[src/rtl/mem_arbiter_pkg.sv]
// Shared definitions for the two-requester memory arbiter: data and address
// widths, burst length, FSM state encoding and the requester id type.
package mem_arbiter_pkg;

    localparam int BUSWIDTH  = 16;
    localparam int ADDRWIDTH = 16;
    localparam int BURST_LEN = 4;

    typedef enum logic [1:0] {
        IDLE  = 2'd0,
        BURST = 2'd1,
        DONE  = 2'd2
    } arb_state_t;

    // Identifies one of the two requesters.
    typedef logic req_id_t;

    // One-hot select line for a requester id.
    function automatic logic [1:0] id_onehot(input req_id_t id);
        return id ? 2'b10 : 2'b01;
    endfunction

endpackage

[src/rtl/mem_arbiter_rr_pick.sv]
// Two-way round-robin selector. When both requesters ask, the one that did
// not own the array last wins; a lone requester always wins.
module rr_pick
    import mem_arbiter_pkg::*;
(
    input  logic [1:0] req_i,
    input  req_id_t    last_owner_i,
    output req_id_t    owner_o,
    output logic       any_req_o
);

    // Pick the winner from the current request vector and the previous owner.
    always_comb begin
        any_req_o = |req_i;
        case (req_i)
            2'b01:   owner_o = 1'b0;
            2'b10:   owner_o = 1'b1;
            default: owner_o = ~last_owner_i;
        endcase
    end

endmodule

[src/rtl/mem_arbiter.sv]
// Shares one synchronous memory array between two requesters. Each grant is a
// fixed-length burst of reads or writes at consecutive addresses starting at
// the base sampled at grant time; a one-cycle DONE turnaround follows.
//
// Handshake: a requester holds req high (level). At grant the arbiter latches
// that requester's addr and we; gnt stays high for the whole burst and
// beat_ack pulses once per beat. On writes wdata must be valid in a beat's
// cycle and the requester advances it after seeing beat_ack. On reads rdata
// is qualified by rvalid one cycle after the beat. done pulses in the DONE
// cycle. Dropping req mid-burst does not stop the burst.
module mem_arbiter
    import mem_arbiter_pkg::*;
#(
    parameter int BUSWIDTH  = mem_arbiter_pkg::BUSWIDTH,
    parameter int ADDRWIDTH = mem_arbiter_pkg::ADDRWIDTH,
    parameter int BURST_LEN = mem_arbiter_pkg::BURST_LEN
) (
    input  logic                 clk,
    input  logic                 resetN,
    input  logic [1:0]           req,
    input  logic [1:0]           we,
    input  logic [ADDRWIDTH-1:0] addr0,
    input  logic [ADDRWIDTH-1:0] addr1,
    input  logic [BUSWIDTH-1:0]  wdata0,
    input  logic [BUSWIDTH-1:0]  wdata1,
    output logic [1:0]           gnt,
    output logic [1:0]           beat_ack,
    output logic [BUSWIDTH-1:0]  rdata,
    output logic [1:0]           rvalid,
    output logic [1:0]           done,
    output logic [ADDRWIDTH-1:0] mem_Addr,
    output logic [BUSWIDTH-1:0]  mem_DataIn,
    input  logic [BUSWIDTH-1:0]  mem_DataOut,
    output logic                 mem_rdEn,
    output logic                 mem_wrEn,
    output arb_state_t           dbg_state_o
);

    // Beat counter width; a single-beat burst still needs one bit.
    localparam int BEATW = (BURST_LEN > 1) ? $clog2(BURST_LEN) : 1;
    localparam logic [BEATW-1:0] LAST_BEAT = BEATW'(BURST_LEN - 1);

    arb_state_t            state_q;
    req_id_t               owner_q;
    req_id_t               last_owner_q;
    logic [BEATW-1:0]      beat_q;
    logic [ADDRWIDTH-1:0]  base_q;
    logic                  dir_q;
    logic [BUSWIDTH-1:0]   rdata_q;
    logic [1:0]            rvalid_q;

    req_id_t pick_owner;
    logic    any_req;
    logic    in_burst;

    rr_pick u_rr_pick (
        .req_i        (req),
        .last_owner_i (last_owner_q),
        .owner_o      (pick_owner),
        .any_req_o    (any_req)
    );

    // Arbitration FSM: grant, sequence the burst beats, capture read data.
    always_ff @(posedge clk or negedge resetN) begin
        if (!resetN) begin
            state_q      <= IDLE;
            owner_q      <= 1'b0;
            last_owner_q <= 1'b1;
            beat_q       <= '0;
            base_q       <= '0;
            dir_q        <= 1'b0;
            rdata_q      <= '0;
            rvalid_q     <= 2'b00;
        end else begin
            case (state_q)
                IDLE: begin
                    rvalid_q <= 2'b00;
                    if (any_req) begin
                        state_q <= BURST;
                        owner_q <= pick_owner;
                        base_q  <= pick_owner ? addr1 : addr0;
                        dir_q   <= we[pick_owner];
                        beat_q  <= '0;
                    end
                end
                BURST: begin
                    if (!dir_q) begin
                        rdata_q  <= mem_DataOut;
                        rvalid_q <= id_onehot(owner_q);
                    end else begin
                        rvalid_q <= 2'b00;
                    end
                    beat_q <= beat_q + BEATW'(1);
                    if (beat_q == LAST_BEAT) begin
                        state_q      <= DONE;
                        last_owner_q <= owner_q;
                    end
                end
                DONE: begin
                    rvalid_q <= 2'b00;
                    state_q  <= IDLE;
                end
                default: begin
                    rvalid_q <= 2'b00;
                    state_q  <= IDLE;
                end
            endcase
        end
    end

    // Grant, strobes and array address decoded from the registered state, so
    // an asynchronous reset clears them immediately.
    always_comb begin
        in_burst    = (state_q == BURST);
        gnt         = in_burst ? id_onehot(owner_q) : 2'b00;
        beat_ack    = in_burst ? id_onehot(owner_q) : 2'b00;
        done        = (state_q == DONE) ? id_onehot(owner_q) : 2'b00;
        mem_Addr    = in_burst ? (base_q + ADDRWIDTH'(beat_q)) : '0;
        mem_wrEn    = in_burst & dir_q;
        mem_rdEn    = in_burst & ~dir_q;
        mem_DataIn  = (in_burst && dir_q) ? (owner_q ? wdata1 : wdata0) : '0;
        rdata       = rdata_q;
        rvalid      = rvalid_q;
        dbg_state_o = state_q;
    end

endmodule

[config.mk]
export PLATFORM = sky130hd
export DESIGN_NAME = mem_arbiter
export DESIGN_NICKNAME = d
export VERILOG_FILES = /design/src/rtl/mem_arbiter_pkg.sv /design/src/rtl/mem_arbiter_rr_pick.sv /design/src/rtl/mem_arbiter.sv
export SDC_FILE = /design/constraint.sdc
export NUM_CORES = 1
export LEC_CHECK = 0
export BUFFER_PORTS_ARGS = -buffer_cell sky130_fd_sc_hd__buf_4
export CORE_MARGIN = 3
export CORE_UTILIZATION = 39
export CTS_CLUSTER_SIZE = 28
export DETAILED_ROUTE_END_ITERATION = 16
export PLACE_DENSITY_LB_ADDON = 0.15
export SYNTH_ARGS = -nofsm -noshare
export SYNTH_HDL_FRONTEND = slang
export SYNTH_SLANG_ARGS = --single-unit
[constraint.sdc]
create_clock -name clk -period 1.6 [get_ports clk]
set_input_delay 0.24 -clock clk [delete_from_list [all_inputs] [get_ports clk]]
set_output_delay 0.24 -clock clk [all_outputs]
set_load 0.05 [all_outputs]
Word level (Yosys, flattened, before mapping). Index checks and enable logic that the tools add are counted.

Register bits after elaboration: 41. Input port bits: 86. Output and inout port bits: 60. Word-level logic and storage cells: 48.

$add $sub $neg: 2. $lt $le $gt $ge: 1. Eq/ne operators: 7. Muxes and demuxes: 17. Bitwise gates (word level): 4. Reduce and logical (&&, ||, !) cells: 9.

Operator list (number): $mux W16 (4); $add A16 B2 Y16 (1); $mux W2 (8); $reduce_and A2 Y1 (5); $pmux W2 S2 (2); $eq A2 B2 Y1 const B (3); $eq A2 B1 Y1 const B (2); $add A2 B1 Y2 const B (1); $and A1 B1 Y1 (2); $logic_not A2 Y1 (1); $lt A1 B2 Y1 const B (1); $mux W1 (2); $ne A2 B1 Y1 const B (1); $ne A2 B2 Y1 const B (1); $not A1 Y1 (2); $pmux W1 S2 (1); $reduce_bool A2 Y1 (1); $reduce_or A2 Y1 (1); $logic_and A1 B1 Y1 (1).

Depth between registers and ports, before layout.
Depth in word-level cells: 4. Mapped depth: 7. Depth with buffers taken out: 5.

Hierarchy. A second synthesis with hierarchy kept.

Cell total of the unflattened synthesis: 247. Area, all modules: 2506.2 µm².

By module, submodules not included: mem_arbiter (times used 1, cells each 240, area each 2461.1 µm², seq. area each 1027.2 µm²); rr_pick (times used 1, cells each 7, area each 45.0 µm², seq. area each 0.0 µm²).

Worst setup path after synthesis. Ideal clock, no wire load.

Path kind: flip-flop to output port. Start: reg state_q[1] (netlist: dbg_state_o[1]). End: out gnt[0]. Data arrival time: 2276 ps. Data required time: 1360 ps. Slack: -916 ps. Cell stages (with the launch flop): 6. Path buffers: 3. Path through: dfrtp_1 > nand2b_1 > clkbuf_1 > clkbuf_1 > nor2_1 > buf_4.

Cells in the longest elaborated chain, start to end: 2.

RTL lines: start: declaration (line mem_arbiter.sv:43) `arb_state_t state_q;`; start signal: assignment (line mem_arbiter.sv:66) `state_q <= IDLE;`; start signal: assignment (line mem_arbiter.sv:79) `state_q <= BURST;`; start signal: assignment (line mem_arbiter.sv:95) `state_q <= DONE;`; $eq A2 B1 Y1 (line mem_arbiter.sv:114) `in_burst = (state_q == BURST);`; $mux W2; end: declaration (line mem_arbiter.sv:26) `output logic [1:0] gnt,`.

No other way between the ends.

Final worst setup path.
Start: reg base_q[0]. End: out mem_Addr[12].

Cells in the longest elaborated chain, start to end: 2.

RTL lines: start: declaration (line mem_arbiter.sv:47) `logic [ADDRWIDTH-1:0] base_q;`; start signal: assignment (line mem_arbiter.sv:81) `base_q <= pick_owner ? addr1 : addr0;`; $add A16 B2 Y16 (line mem_arbiter.sv:118) `mem_Addr = in_burst ? (base_q + ADDRWIDTH'(beat_q)) : '0;`; $mux W16 (line mem_arbiter.sv:118); end: declaration (line mem_arbiter.sv:31) `output logic [ADDRWIDTH-1:0] mem_Addr,`.

No other way between the ends.

==> results.ini <==
[power]
p_sw_uw=6384
p_leak_uw=0.002287
ir_drop_v=0.002033
pwr-share-clk_pct=7.9
pwr-share-comb_pct=76.8
p_sw_share_pct=50.01
p_per_area_nw_per_um2=2559
p_int_uw=6383
power_frac_seq_pct=15.3

[timing]
skew_ns=0.004471
finalSetupTns_ns=-9.957
relSlewSlack_pct=65.62
layout_min_cycle_time_ns=2.203
fin_ws_ns=-0.6034
max_freq_mhz=453.8
hold_viol_final=0
fin_hold_ws_ns=0.1701
drv_slew=0
tightest_slew_ns=0.5158
rsz0062_at_grt=true
finalSetupViolCount=38
post-route-period-util_pct=137.7

[yosys]
synth_most_common_cell=dfrtp_1
netlist_top_cells_count=dfrtp_1 (40), mux2i_1 (35), nor2_1 (28)
synthFlopType=dfrtp_1
synthTopCellsByArea=dfrtp_1 (42%), mux2i_1 (15%), mux2_2 (7.5%)
synth_area_um2=2390
ys_seq_elements=41
synth_area_per_cell_um2=9.754
ys_async_sr_fraction_pct=100.0
ys_types=30
synth_top_cell_by_area=dfrtp_1
synth.net_count=337
yosys_warnings=0
synth_edf_count=0
yosys.area.top_type_share_pct=41.88
synthCells=245
ys_seq_area_share_pct=42.98

[detailed_routing]
drtPass1Iterations=4
drt_iter0_markers=88
drcViolationCount=0
antenna_left=0
vias_per_cell=5.224
wirelength_um=9405
wl_per_cell_um=18.85
vias=2607

[worst_setup_path]
cp_max_fo=6
start_kind=flip-flop
worstPathCellList=ha_4 > fa_2 > nand2_4 > o21ai_1 > a21oi_4 > buf_6
critPathRequiredTime_ns=1.36
cp_slowest_cell=fa_2
crit_buf_inv=1
cpLargestDelayFamily=adder cells
critPathMaxStageDelay_ns=0.49
endpoint_kind=output port
cp.arrival_ns=1.96
crit-reg2reg-launch=dbg_state_o[0]
critPathLaunch=base_q[0]
critPathKind=reg -> out

[global_routing]
track_usage_pct=24.43
grt_max_degree=42
antenna_found_initial=0
grt_pass1_wl_um=13740
grt_overflow=0
grt_pass1_vias=2811

[placed_design]
io_buffers=145
dpl.hpwl_um=5336
place_area_um2=4108
place_congestion=0.7687

[status]
status=finished, violations left
violations=setup timing

[cts]
cts_root_buf=clkbuf_8
cts_tree=done
numCtsBuffers=5
cts_sinks=41
htree_levels=2
clock_latency_ns=0.29
path_clk_slew_ns=0.08
cts_buffer_depth=2

[flow_run]
maxCapViolCount=0

[die]
fp.dieH_um=84.28
rows=27
start_util_pct=41.86
die_w_um=84.28
io-pin-count=146
die-area_um2=7103
core-area_um2=5709

[cells_and_area]
nNetsFinal=518
num-fill-cells=272
finalInstanceArea_um2=4989
diodes=0
drive_gt1_share_pct=69.56
synthToLayoutAreaGrowth_pct=108.7

[min_path]
worstHoldStart=mem_DataOut[9]
worst_hold_path_type=in -> reg

-- power groups by stage --
stage,clock [uW],sequential [uW],combinational (uW)
5_1_grt,1080,2010,10200
6_report,1010,1960,9800
3_3_place_gp,0,1870,7610
2_1_floorplan,0,2830,4640
3_5_place_dp,0,1900,7740
4_1_cts,1030,1920,9010
-- layout by cell type, fill, tap and decap left out, types with 8 or more instances in the layout --
cell | netlist | routed
nor2_4 | 0 | 29
mux2i_4 | 0 | 10
mux2_2 | 16 | 16
o21ai_0 | 23 | 18
buf_8 | 0 | 18
dfrtp_1 | 40 | 36
mux2i_1 | 35 | 20
nand2_1 | 26 | 23
buf_12 | 0 | 8
buf_4 | 6 | 135
buf_6 | 0 | 24
xor2_2 | 0 | 9
-- layout make-up --
type / instances / area, um2 / area share (%)
timing repair buffer: 190 / 1834 / 36.77
clock inverter: 3 / 68.82 / 1.379
clock buffer: 5 / 68.82 / 1.379
sequential: 41 / 1032 / 20.69
multi-input combinational: 183 / 1872 / 37.52
inverter: 5 / 22.52 / 0.4515
tap: 72 / 90.09 / 1.806
-- cell families after synthesis --
group	synth area share [%]
AOI/OAI and AO/OA	5.550
xor gates and xnor gates	4.032
adders and majority gates	3.456
buffers and inverters	4.660
DFF	42.98
muxes	22.20
and+or+nand+nor	17.12
-- registers in the layout, summed over array words and instances (netlist names) --
name,flops
base_q,16
rdata,16
beat_q,2
dbg_state_o,2
rvalid,2
dir_q,1
last_owner_q,1
owner_q,1
-- layer usage --
metal  part of all wire, %  wire length (um)  global-route usage, %
met1                    35              3293                  26.26
met2                    54              5045                  45.05
met3                   7.2               675                  6.771
met4                   4.2               391                  9.503
met5                     0                 0                      0
-- worst paths after layout --
check | endpoint | slack, ns | cells past startpoint
setup reg to reg | base_q[14] | -0.03 | 5
max in group asynchronous | dbg_state_o[1] | 0.76 | 2
hold / removal | rdata[9] | 0.17 | 2
setup / recovery | mem_Addr[12] | -0.60 | 6
min in group asynchronous | rdata[3] | 0.45 | 2
hold reg to reg | rdata[2] | 0.52 | 1
-- repair_timing --
| item | 4_1_cts | 5_1_grt |
|---|---|---|
| pin swaps | 22 | 8 |
| endpoints found under the hold margin | 40 | 0 |
| gates resized for setup | 80 | 38 |
| hold buffers | 1 | 0 |
| buffers inserted | 8 | 3 |
| gates cloned | 4 | 2 |
| endpoints found under the setup margin | 38 | 56 |
-- through the flow --
stage          cells  utilization (%)  power (uW)  setup WS, ns
2_1_floorplan    245                -        7477       -0.2778
3_3_place_gp     473            71.95        9484       -0.2401
3_5_place_dp     473            71.95        9638       -0.2876
4_1_cts          494            83.37       11960       -0.5699
5_1_grt          499            87.38       13320       -0.6737
6_report         499            87.38       12770       -0.6034
(Power assumes the default switching activity.)
